### src/rtl/regfile_pkg.sv
// rtl/regfile_pkg.sv - shared constants and source IDs for the RegFile write arbiter
package regfile_pkg;

    localparam int DATA_W     = 16;
    localparam int ADDR_W     = 3;
    localparam int NUM_REGS   = 1 << ADDR_W;
    localparam int FIFO_DEPTH = 2;

    typedef enum logic {
        SRC_ALU = 1'b0,
        SRC_MEM = 1'b1
    } src_e;

endpackage

### src/rtl/wb_fifo.sv
// rtl/wb_fifo.sv - shift-register writeback FIFO; entry 0 is the head, tags expose entry address fields
module wb_fifo #(
    parameter int WIDTH = 19,
    parameter int DEPTH = 2,
    parameter int TAG_W = 3,
    parameter int CW    = $clog2(DEPTH + 1)
) (
    input  logic                         clk,
    input  logic                         rst,
    input  logic                         push,
    input  logic [WIDTH-1:0]             push_data,
    input  logic                         pop,
    output logic [WIDTH-1:0]             head,
    output logic                         full,
    output logic                         empty,
    output logic [CW-1:0]                count,
    output logic [DEPTH-1:0][TAG_W-1:0]  tags
);

    logic [DEPTH-1:0][WIDTH-1:0] mem_q, mem_d;
    logic [CW-1:0]               count_q, count_d;
    logic                        do_push;
    logic                        do_pop;

    assign full  = (count_q == CW'(DEPTH));
    assign empty = (count_q == '0);
    assign count = count_q;
    assign head  = mem_q[0];

    always_comb begin
        mem_d   = mem_q;
        count_d = count_q;
        do_pop  = pop && !empty;
        do_push = push && !full;
        if (do_pop) begin
            for (int i = 0; i < DEPTH - 1; i++) begin
                mem_d[i] = mem_q[i + 1];
            end
            count_d = count_q - CW'(1);
        end
        // Push lands after the post-pop tail, so a simultaneous pop/push keeps order.
        if (do_push) begin
            for (int i = 0; i < DEPTH; i++) begin
                if (CW'(i) == count_d) begin
                    mem_d[i] = push_data;
                end
            end
            count_d = count_d + CW'(1);
        end
    end

    always_comb begin
        tags = '0;
        for (int i = 0; i < DEPTH; i++) begin
            tags[i] = mem_q[i][WIDTH-1 -: TAG_W];
        end
    end

    always_ff @(posedge clk) begin
        if (rst) begin
            mem_q   <= '0;
            count_q <= '0;
        end else begin
            mem_q   <= mem_d;
            count_q <= count_d;
        end
    end

endmodule

### src/rtl/regfile_wr_arbiter.sv
// rtl/regfile_wr_arbiter.sv - arrival-ordered arbiter of ALU and MEM writebacks onto the RegFile write port
module regfile_wr_arbiter #(
    parameter int DATA_W = regfile_pkg::DATA_W,
    parameter int ADDR_W = regfile_pkg::ADDR_W,
    parameter int DEPTH  = regfile_pkg::FIFO_DEPTH
) (
    input  logic                     clk,
    input  logic                     rst,
    input  logic                     alu_valid,
    output logic                     alu_ready,
    input  logic [ADDR_W-1:0]        alu_addr,
    input  logic [DATA_W-1:0]        alu_data,
    input  logic                     mem_valid,
    output logic                     mem_ready,
    input  logic [ADDR_W-1:0]        mem_addr,
    input  logic [DATA_W-1:0]        mem_data,
    output logic                     Write_enable,
    output logic [ADDR_W-1:0]        Write_Add,
    output logic [DATA_W-1:0]        Write_data,
    output logic [(1<<ADDR_W)-1:0]   pending,
    output logic                     idle
);

    import regfile_pkg::src_e;
    import regfile_pkg::SRC_ALU;
    import regfile_pkg::SRC_MEM;

    localparam int EW = ADDR_W + DATA_W;
    localparam int CW = $clog2(DEPTH + 1);
    localparam int QD = 2 * DEPTH;
    localparam int QW = $clog2(QD + 1);

    logic                         alu_push, mem_push;
    logic                         alu_pop, mem_pop;
    logic [EW-1:0]                alu_head, mem_head;
    logic                         alu_full, mem_full;
    logic                         alu_empty, mem_empty;
    logic [CW-1:0]                alu_count, mem_count;
    logic [DEPTH-1:0][ADDR_W-1:0] alu_tags, mem_tags;

    src_e                         oq_q [QD];
    src_e                         oq_d [QD];
    logic [QW-1:0]                oq_cnt_q, oq_cnt_d;
    logic                         oq_pop;

    logic                         we_q, we_d;
    logic [ADDR_W-1:0]            add_q, add_d;
    logic [DATA_W-1:0]            data_q, data_d;

    assign alu_ready = !rst && !alu_full;
    assign mem_ready = !rst && !mem_full;
    assign alu_push  = alu_valid && alu_ready;
    assign mem_push  = mem_valid && mem_ready;

    wb_fifo #(.WIDTH(EW), .DEPTH(DEPTH), .TAG_W(ADDR_W), .CW(CW)) u_alu_fifo (
        .clk       (clk),
        .rst       (rst),
        .push      (alu_push),
        .push_data ({alu_addr, alu_data}),
        .pop       (alu_pop),
        .head      (alu_head),
        .full      (alu_full),
        .empty     (alu_empty),
        .count     (alu_count),
        .tags      (alu_tags)
    );

    wb_fifo #(.WIDTH(EW), .DEPTH(DEPTH), .TAG_W(ADDR_W), .CW(CW)) u_mem_fifo (
        .clk       (clk),
        .rst       (rst),
        .push      (mem_push),
        .push_data ({mem_addr, mem_data}),
        .pop       (mem_pop),
        .head      (mem_head),
        .full      (mem_full),
        .empty     (mem_empty),
        .count     (mem_count),
        .tags      (mem_tags)
    );

    assign oq_pop = (oq_cnt_q != '0);

    // MEM is appended ahead of ALU on a shared edge: the MEM-stage instruction is older.
    always_comb begin
        oq_d     = oq_q;
        oq_cnt_d = oq_cnt_q;
        if (oq_pop) begin
            for (int i = 0; i < QD - 1; i++) begin
                oq_d[i] = oq_q[i + 1];
            end
            oq_cnt_d = oq_cnt_q - QW'(1);
        end
        if (mem_push) begin
            for (int i = 0; i < QD; i++) begin
                if (QW'(i) == oq_cnt_d) begin
                    oq_d[i] = SRC_MEM;
                end
            end
            oq_cnt_d = oq_cnt_d + QW'(1);
        end
        if (alu_push) begin
            for (int i = 0; i < QD; i++) begin
                if (QW'(i) == oq_cnt_d) begin
                    oq_d[i] = SRC_ALU;
                end
            end
            oq_cnt_d = oq_cnt_d + QW'(1);
        end
    end

    always_comb begin
        we_d    = 1'b0;
        add_d   = add_q;
        data_d  = data_q;
        alu_pop = 1'b0;
        mem_pop = 1'b0;
        if (oq_pop) begin
            we_d = 1'b1;
            if (oq_q[0] == SRC_MEM) begin
                mem_pop         = 1'b1;
                {add_d, data_d} = mem_head;
            end else begin
                alu_pop         = 1'b1;
                {add_d, data_d} = alu_head;
            end
        end
    end

    always_comb begin
        pending = '0;
        for (int i = 0; i < DEPTH; i++) begin
            if (CW'(i) < alu_count) begin
                pending[alu_tags[i]] = 1'b1;
            end
            if (CW'(i) < mem_count) begin
                pending[mem_tags[i]] = 1'b1;
            end
        end
        if (we_q) begin
            pending[add_q] = 1'b1;
        end
    end

    assign idle         = alu_empty && mem_empty && !we_q;
    assign Write_enable = we_q;
    assign Write_Add    = add_q;
    assign Write_data   = data_q;

    always_ff @(posedge clk) begin
        if (rst) begin
            for (int i = 0; i < QD; i++) begin
                oq_q[i] <= SRC_ALU;
            end
            oq_cnt_q <= '0;
            we_q     <= 1'b0;
            add_q    <= '0;
            data_q   <= '0;
        end else begin
            oq_q     <= oq_d;
            oq_cnt_q <= oq_cnt_d;
            we_q     <= we_d;
            add_q    <= add_d;
            data_q   <= data_d;
        end
    end

endmodule
### config.mk
export PLATFORM = sky130hd
export DESIGN_NAME = regfile_wr_arbiter
export DESIGN_NICKNAME = d
export VERILOG_FILES = /design/src/rtl/regfile_pkg.sv /design/src/rtl/wb_fifo.sv /design/src/rtl/regfile_wr_arbiter.sv
export SDC_FILE = /design/constraint.sdc
export NUM_CORES = 1
export LEC_CHECK = 0
export CAP_MARGIN = 20
export CORE_ASPECT_RATIO = 0.8
export CORE_MARGIN = 2
export CORE_UTILIZATION = 50
export CTS_CLUSTER_SIZE = 30
export DETAILED_ROUTE_END_ITERATION = 7
export HOLD_SLACK_MARGIN = 0.05
export PLACE_DENSITY = 0.76
export SETUP_SLACK_MARGIN = 0.1
export SYNTH_ARGS = -nofsm -noshare
export SYNTH_HDL_FRONTEND = slang
export SYNTH_HIERARCHICAL = 1
export SYNTH_SLANG_ARGS = --single-unit
### constraint.sdc
create_clock -name clk -period 2.9 [get_ports clk]
set_clock_uncertainty 0.1 [all_clocks]
set_input_delay 0.58 -clock clk [delete_from_list [all_inputs] [get_ports clk]]
set_output_delay 0.58 -clock clk [all_outputs]
set_load 0.02 [all_outputs]
## After elaboration in Yosys (flattened, before gate mapping)

Cells that the tools add are included.

| storage, ports and cells | value |
|---|---|
| word-level logic and storage cells | 125 |
| bits in registers | 107 |

| operators by class | value |
|---|---|
| bitwise gates (word level) | 4 |
| magnitude comparators | 14 |
| reductions and logical operators | 30 |
| add/subtract/negate cells | 7 |
| muxes and demuxes | 46 |
| equal/unequal tests | 10 |

Operators with widths:

| cell | count |
|---|---|
| 2-to-1 mux 19 bit | 6 |
| 2-to-1 mux 8 bit | 5 |
| bitwise OR 8 bit | 4 |
| < comparator 3 x 4 -> 1 bit, second input constant | 5 |
| 2-to-1 mux 1 bit | 18 |
| 2-to-1 mux 16 bit | 1 |
| demux 1 bit (select 3 bit) | 5 |
| >= comparator 3 x 1 -> 1 bit, second input constant | 5 |
| logical AND 1 bit | 15 |
| 2-to-1 mux 3 bit | 5 |
| == test 2 x 3 -> 1 bit, first input constant | 4 |
| logical NOT 2 bit | 4 |
| < comparator 1 x 2 -> 1 bit, first input constant | 4 |
| 2-to-1 mux 2 bit | 4 |
| 2-to-1 mux 4 bit | 2 |
| adder 3 x 1 -> 3 bit, second input constant | 2 |
| == test 1 x 3 -> 1 bit, first input constant | 2 |
| logical NOT 1 bit | 6 |
| logical NOT 3 bit | 2 |
| adder 2 x 1 -> 2 bit, second input constant | 2 |
| == test 1 x 2 -> 1 bit, first input constant | 2 |
| == test 2 bit, second input constant | 2 |
| AND reduction 2 bit | 2 |
| subtractor 2 x 1 -> 2 bit, second input constant | 2 |
| 2 further kinds | 2 |

## Logic depth before layout (Yosys ltp)

Gate-level depths: netlist of run 1.

| depth | value |
|---|---|
| depth after elaboration | 13 |
| gate-level depth with buffers | 16 |

## Modules after synthesis

The synthesis of run 1 kept the hierarchy.

By module, submodules not included:

| module | times used | cells an instance | area an instance (um^2) | sequential area each (um^2) |
|---|---|---|---|---|
| wb_fifo | 2 | 239 | 2049.5 | 800.8 |
| regfile_wr_arbiter | 1 | 217 | 1818.0 | 540.5 |

## Worst setup path after synthesis of run 1

No wires, ideal clock.

| timing path | value |
|---|---|
| path type | reg-to-reg |
| start | register oq_cnt_q[0] |
| end | register u_mem_fifo/mem_q[19] (netlist name) |
| arrival | 2.850 ns |
| period minus slack after synthesis | 3.020 ns |
| library setup time | 0.070 ns |
| cell stages (with the launch flop) | 16 |
| path slack | -0.120 ns |
| cells stage by stage | dfxtp_1 > inv_1 > ha_1 > nand2b_1 > clkbuf_1 > buf_1 > and2_1 > nor2b_4 > buf_2 > xnor2_1 > ha_1 > and2_1 > buf_2 > buf_4 > nand2_1 > a21oi_1 |

| on the way | value |
|---|---|
| word-level cells in the longest chain between the ends | 6 |

RTL lines:

| what | line | source |
|---|---|---|
| from (decl) | regfile_wr_arbiter.sv:43 | `logic [QW-1:0] oq_cnt_q, oq_cnt_d;` |
| from (signal assigned) | regfile_wr_arbiter.sv:160 | `oq_cnt_q <= oq_cnt_d;` |
| nonzero test 3 bit | regfile_wr_arbiter.sv:81 | `assign oq_pop = (oq_cnt_q != '0);` |
| 2-to-1 mux 1 bit | regfile_wr_arbiter.sv:117 | `if (oq_pop) begin` |
| net mem_pop | regfile_wr_arbiter.sv:34 | `logic alu_pop, mem_pop;` |
| logical AND 1 bit | wb_fifo.sv:33 | `do_pop = pop && !empty;` |
| 2-to-1 mux 2 bit | wb_fifo.sv:35 | `if (do_pop) begin` |
| == test 1 x 2 -> 1 bit | wb_fifo.sv:44 | `if (CW'(i) == count_d) begin` |
| AND reduction 2 bit (no line) | -- |  |
| to (signal assigned) | wb_fifo.sv:64 | `mem_q <= mem_d;` |
| to (decl) | wb_fifo.sv:20 | `logic [DEPTH-1:0][WIDTH-1:0] mem_q, mem_d;` |

The timed path passes the listed nets, and every way through them passes these cells.
A chain may end at the register's enable or synchronous reset.

## Final worst setup path of run 1

| timing path | value |
|---|---|
| start | register u_alu_fifo.count_q[0], in the netlist u_alu_fifo/count[0] |
| end | output port pending[5] |

| on the way | value |
|---|---|
| word-level cells in the longest chain between the ends | 10 |

RTL lines:

| what | line | source |
|---|---|---|
| from (decl) | wb_fifo.sv:21 | `logic [CW-1:0] count_q, count_d;` |
| from (signal assigned) | wb_fifo.sv:65 | `count_q <= count_d;` |
| < comparator 1 x 2 -> 1 bit | regfile_wr_arbiter.sv:132 | `if (CW'(i) < alu_count) begin` |
| 2-to-1 mux 8 bit | regfile_wr_arbiter.sv:132 |  |
| bitwise OR 8 bit (no line) | -- |  |
| 2-to-1 mux 8 bit | regfile_wr_arbiter.sv:135 | `if (CW'(i) < mem_count) begin` |
| bitwise OR 8 bit (no line) | -- |  |
| 2-to-1 mux 8 bit * | regfile_wr_arbiter.sv:132 |  |
| bitwise OR 8 bit (no line) | -- |  |
| 2-to-1 mux 8 bit * | regfile_wr_arbiter.sv:135 |  |
| bitwise OR 8 bit (no line) | -- |  |
| 2-to-1 mux 8 bit * | regfile_wr_arbiter.sv:139 | `if (we_q) begin` |
| to (decl) | regfile_wr_arbiter.sv:20 | `output logic [(1<<ADDR_W)-1:0] pending,` |

Mark *: on every way between the ends. The rest lies on a longest branch, timed or not.

==> flow_metrics.env, run 1 <==
export IMPL_outcome="finished, final reports clean"
export IMPL_grt_use_met3=0.0539
export IMPL_path_max_fanout=5
export IMPL_core_rowCount=35
export IMPL_cts_sinks=107
export IMPL_top_usage_layer="met2"
export IMPL_antenna_found_initial=0
export IMPL_cp_start_kind="flop"
export IMPL_p_leak_nw=2.52
export IMPL_p_per_area_mw_per_mm2=894
export IMPL_synth_common_cells="107 x dfxtp_1, 91 x nand2_1, 56 x buf_4"
export IMPL_finalCriticalPeriod_ps=2760
export IMPL_synth_xor_area_frac=0.00888
export IMPL_finalCritPeriodShare=0.951
export IMPL_grt_max_degree=60
export IMPL_fin_tns_setup_ps=0
export IMPL_numCtsBuffers=9
export IMPL_synthMuxAreaShare=0.0389
export IMPL_synthArstFlopShare=0
export IMPL_slew_viol_final=0
export IMPL_syn_area_mm2=0.00592
export IMPL_die_w_um=126
export IMPL_synth_area_top_cells="dfxtp_1 36%, buf_4 7.1%, nand2_1 5.8%, a221oi_1 5.3%, a311oi_1 5.3%"
export IMPL_yosysTopAreaCell="dfxtp_1"
export IMPL_synth_most_common_cell="dfxtp_1"
export IMPL_grt_pass1_vias=4820
export IMPL_avgSynthCellArea_um2=8.51
export IMPL_pwr_share_comb=0.440
export IMPL_hold_viol=0
export IMPL_max_freq_mhz=363
export IMPL_yosysSeqAreaShare=0.362
export IMPL_ir_drop_mv=0.467
export IMPL_max_clock_path_buffers=2
export IMPL_gp_congestion=0.972
export IMPL_vias_per_cell=5.86
export IMPL_synth_compound_area_frac=0.228
export IMPL_hpwl_um=10600
export IMPL_grt_pass1_wl_um=23800
export IMPL_met1_usage=0.302
export IMPL_synth_edf_count=0
export IMPL_io_pins=73
export IMPL_wirelength_um=14900
export IMPL_grt_remaining_overflow=0
export IMPL_start_util=0.514
export IMPL_pwr_share_seq=0.353
export IMPL_n_antenna_cell=0
export IMPL_fillers=1023
export IMPL_p_switching_w=0.00239
export IMPL_synthToLayoutAreaGrowth_pct=14.1
export IMPL_synth_fa_ha_area_frac=0.0338
export IMPL_portBuffers=72
export IMPL_tritoncts="done"
export IMPL_synth_cells=695
export IMPL_crit_required_ps=2220
export IMPL_die_height_um=101
export IMPL_final_cell_area_mm2=0.00675
export IMPL_synth_simple_area_share=0.180
export IMPL_nets=762
export IMPL_grt_usage=0.232
export IMPL_layout_setup_ws_ps=143
export IMPL_path_clk_slew_ps=70
export IMPL_dp_slack_ps=145
export IMPL_fin_util=0.586
export IMPL_critPathKind="flop to output pin"
export IMPL_clock_latency_ps=350
export IMPL_p_int_w=0.00364
export IMPL_htree_levels=3
export IMPL_p_clk_frac=0.206
export IMPL_drc_errors=0
export IMPL_setup_viol=0
export IMPL_antenna_left=0
export IMPL_root_buffer="clkbuf_16"
export IMPL_ys_ff_latch=107
export IMPL_arrival_ps=2080
export IMPL_yosys_cell_types_count=46
export IMPL_tightest_slew_ps=853
export IMPL_p_sw_frac=0.397
export IMPL_maxCapViolations=0
export IMPL_syn_num_nets=753
export IMPL_dieArea_mm2=0.0127
export IMPL_drive_above_1_share=0.103
export IMPL_synth_top_flop_cell="dfxtp_1"
export IMPL_vias=5018
export IMPL_endpoint_kind="output pin"
export IMPL_drtPass1Iterations=5
export IMPL_ys_warn_count=6
export IMPL_hold_path_class="flop to flop"
export IMPL_met2_usage=0.384
export IMPL_hold_ws_ps=353
export IMPL_rsz0062_at_grt="yes"
export IMPL_yosys_area_top_type_share=0.362
export IMPL_relSlewSlack=0.428
export IMPL_synth_top_family_by_area="compound AO/OA/AOI/OAI gates"
export IMPL_placed_area_mm2=0.00637
export IMPL_dr_first_iter_drc_count=376
export IMPL_coreArea_mm2=0.0115
export IMPL_wl_per_cell_um=17.3
==> cell families (layout without fill, tap and decap cells) <==
family / Yosys count / count (layout)
muxes: 23 / 23
DFF: 107 / 107
xor gates and xnor gates: 6 / 6
buffers and inverters: 154 / 167
and+or+nand+nor: 218 / 218
adders and majority gates: 16 / 16
AOI/OAI and AO/OA: 171 / 172
==> metal layers <==
metal	vias to the layer above	wire, um
li1	2419	-
met1	2415	6650
met2	161	7060
met3	23	866
met4	0	286
met5	-	0
==> worst paths after layout <==
check	startpoint	endpoint	slack [ps]	cells after the start
setup / recovery	u_alu_fifo/count[0]	pending[5]	140	5
hold / removal	u_alu_fifo/mem_q[30]	u_alu_fifo/mem_q[30]	350	2
hold reg to reg	u_alu_fifo/mem_q[30]	u_alu_fifo/mem_q[30]	350	2
setup reg to reg	u_mem_fifo/count[0]	u_mem_fifo/head[16]	320	9
==> layout by cell type (no fill, tap or decap), types with 3 or more instances in the layout <==
| cell type | synthesis | layout |
|---|---|---|
| dfxtp_1 | 107 | 104 |
| nand2_1 | 91 | 91 |
| clkdlybuf4s50_1 | 0 | 65 |
| inv_1 | 50 | 50 |
| and2_1 | 42 | 42 |
| a21oi_1 | 41 | 41 |
| nor2_1 | 36 | 36 |
| a221oi_1 | 36 | 36 |
| a311oi_1 | 36 | 36 |
| buf_4 | 56 | 25 |
| mux2i_1 | 23 | 23 |
| a211oi_1 | 20 | 20 |
| nand2b_1 | 18 | 18 |
| ha_1 | 16 | 15 |
| nor3_1 | 10 | 10 |
| clkbuf_16 | 0 | 9 |
| o22ai_1 | 8 | 8 |
| or3_1 | 5 | 5 |
| xnor2_1 | 6 | 5 |
| a221oi_2 | 5 | 5 |
| dlymetal6s2s_1 | 0 | 5 |
| o21ai_0 | 5 | 4 |
| o32ai_1 | 4 | 4 |
| clkinv_4 | 1 | 3 |
| buf_12 | 0 | 3 |
==> power by group through the flow <==
| stage | Clock, W | Sequential, W | Combinational, W |
|---|---|---|---|
| after global placement | 0 | 0.00214 | 0.00252 |
| after floorplan | 0 | 0.00216 | 0.00195 |
| after global routing | 0.00132 | 0.00217 | 0.00292 |
| final | 0.00124 | 0.00213 | 0.00266 |
| after CTS | 0.00126 | 0.00212 | 0.00261 |
| after detailed placement | 0 | 0.00215 | 0.00260 |
==> metrics by stage <==
stage,power (W),cells
2_1_floorplan,0.00410,695
3_3_place_gp,0.00466,837
3_5_place_dp,0.00474,837
4_1_cts,0.00599,853
5_1_grt,0.00641,857
6_report,0.00604,857
==> worst max-delay path, cell delays in order, from the launching register on <==
cell and delay (ps):
dfxtp_1 390, o21ai_0 220, buf_4 160, o22ai_1 70, or3_1 330, clkdlybuf4s50_1 560
==> area by class of cell <==
type                       count  area (um2)  area share
sequential                   107        2150       0.318
tap                          148         185      0.0274
clock inverter                 7        76.3      0.0113
inverter                      51         196      0.0291
multi-input combinational    435        2930       0.435
timing repair buffer         100         985       0.146
clock buffer                   9         225      0.0334
==> timing repair <==
action / CTS / global route
cloned: 0 / 1
resized for setup: 4 / 14
hold buffers: 0 / 0
endpoints found under the setup margin: 6 / 76
setup buffers: 0 / 3
pin swaps: 0 / 1
==> state kept, by name (all words and copies together) (netlist names) <==
register	flops
Write_data	16
u_alu_fifo/mem_q	16
Write_enable	1
Write_Add	3
u_alu_fifo/tags	3
u_mem_fifo/tags	3
u_mem_fifo/head	19
u_alu_fifo/head	19
u_mem_fifo/count	2
u_mem_fifo/mem_q	16
u_alu_fifo/count	2
oq_cnt_q	3
oq_q	4
Note: power is estimated with default switching activity, not from simulation.
==> inputs of run 2 (changes only) <==
- HOLD_SLACK_MARGIN: 0.05 -> 0.15
==> results of run 2 <==
Final layout, timing and power as in run 1 (identical DEF).
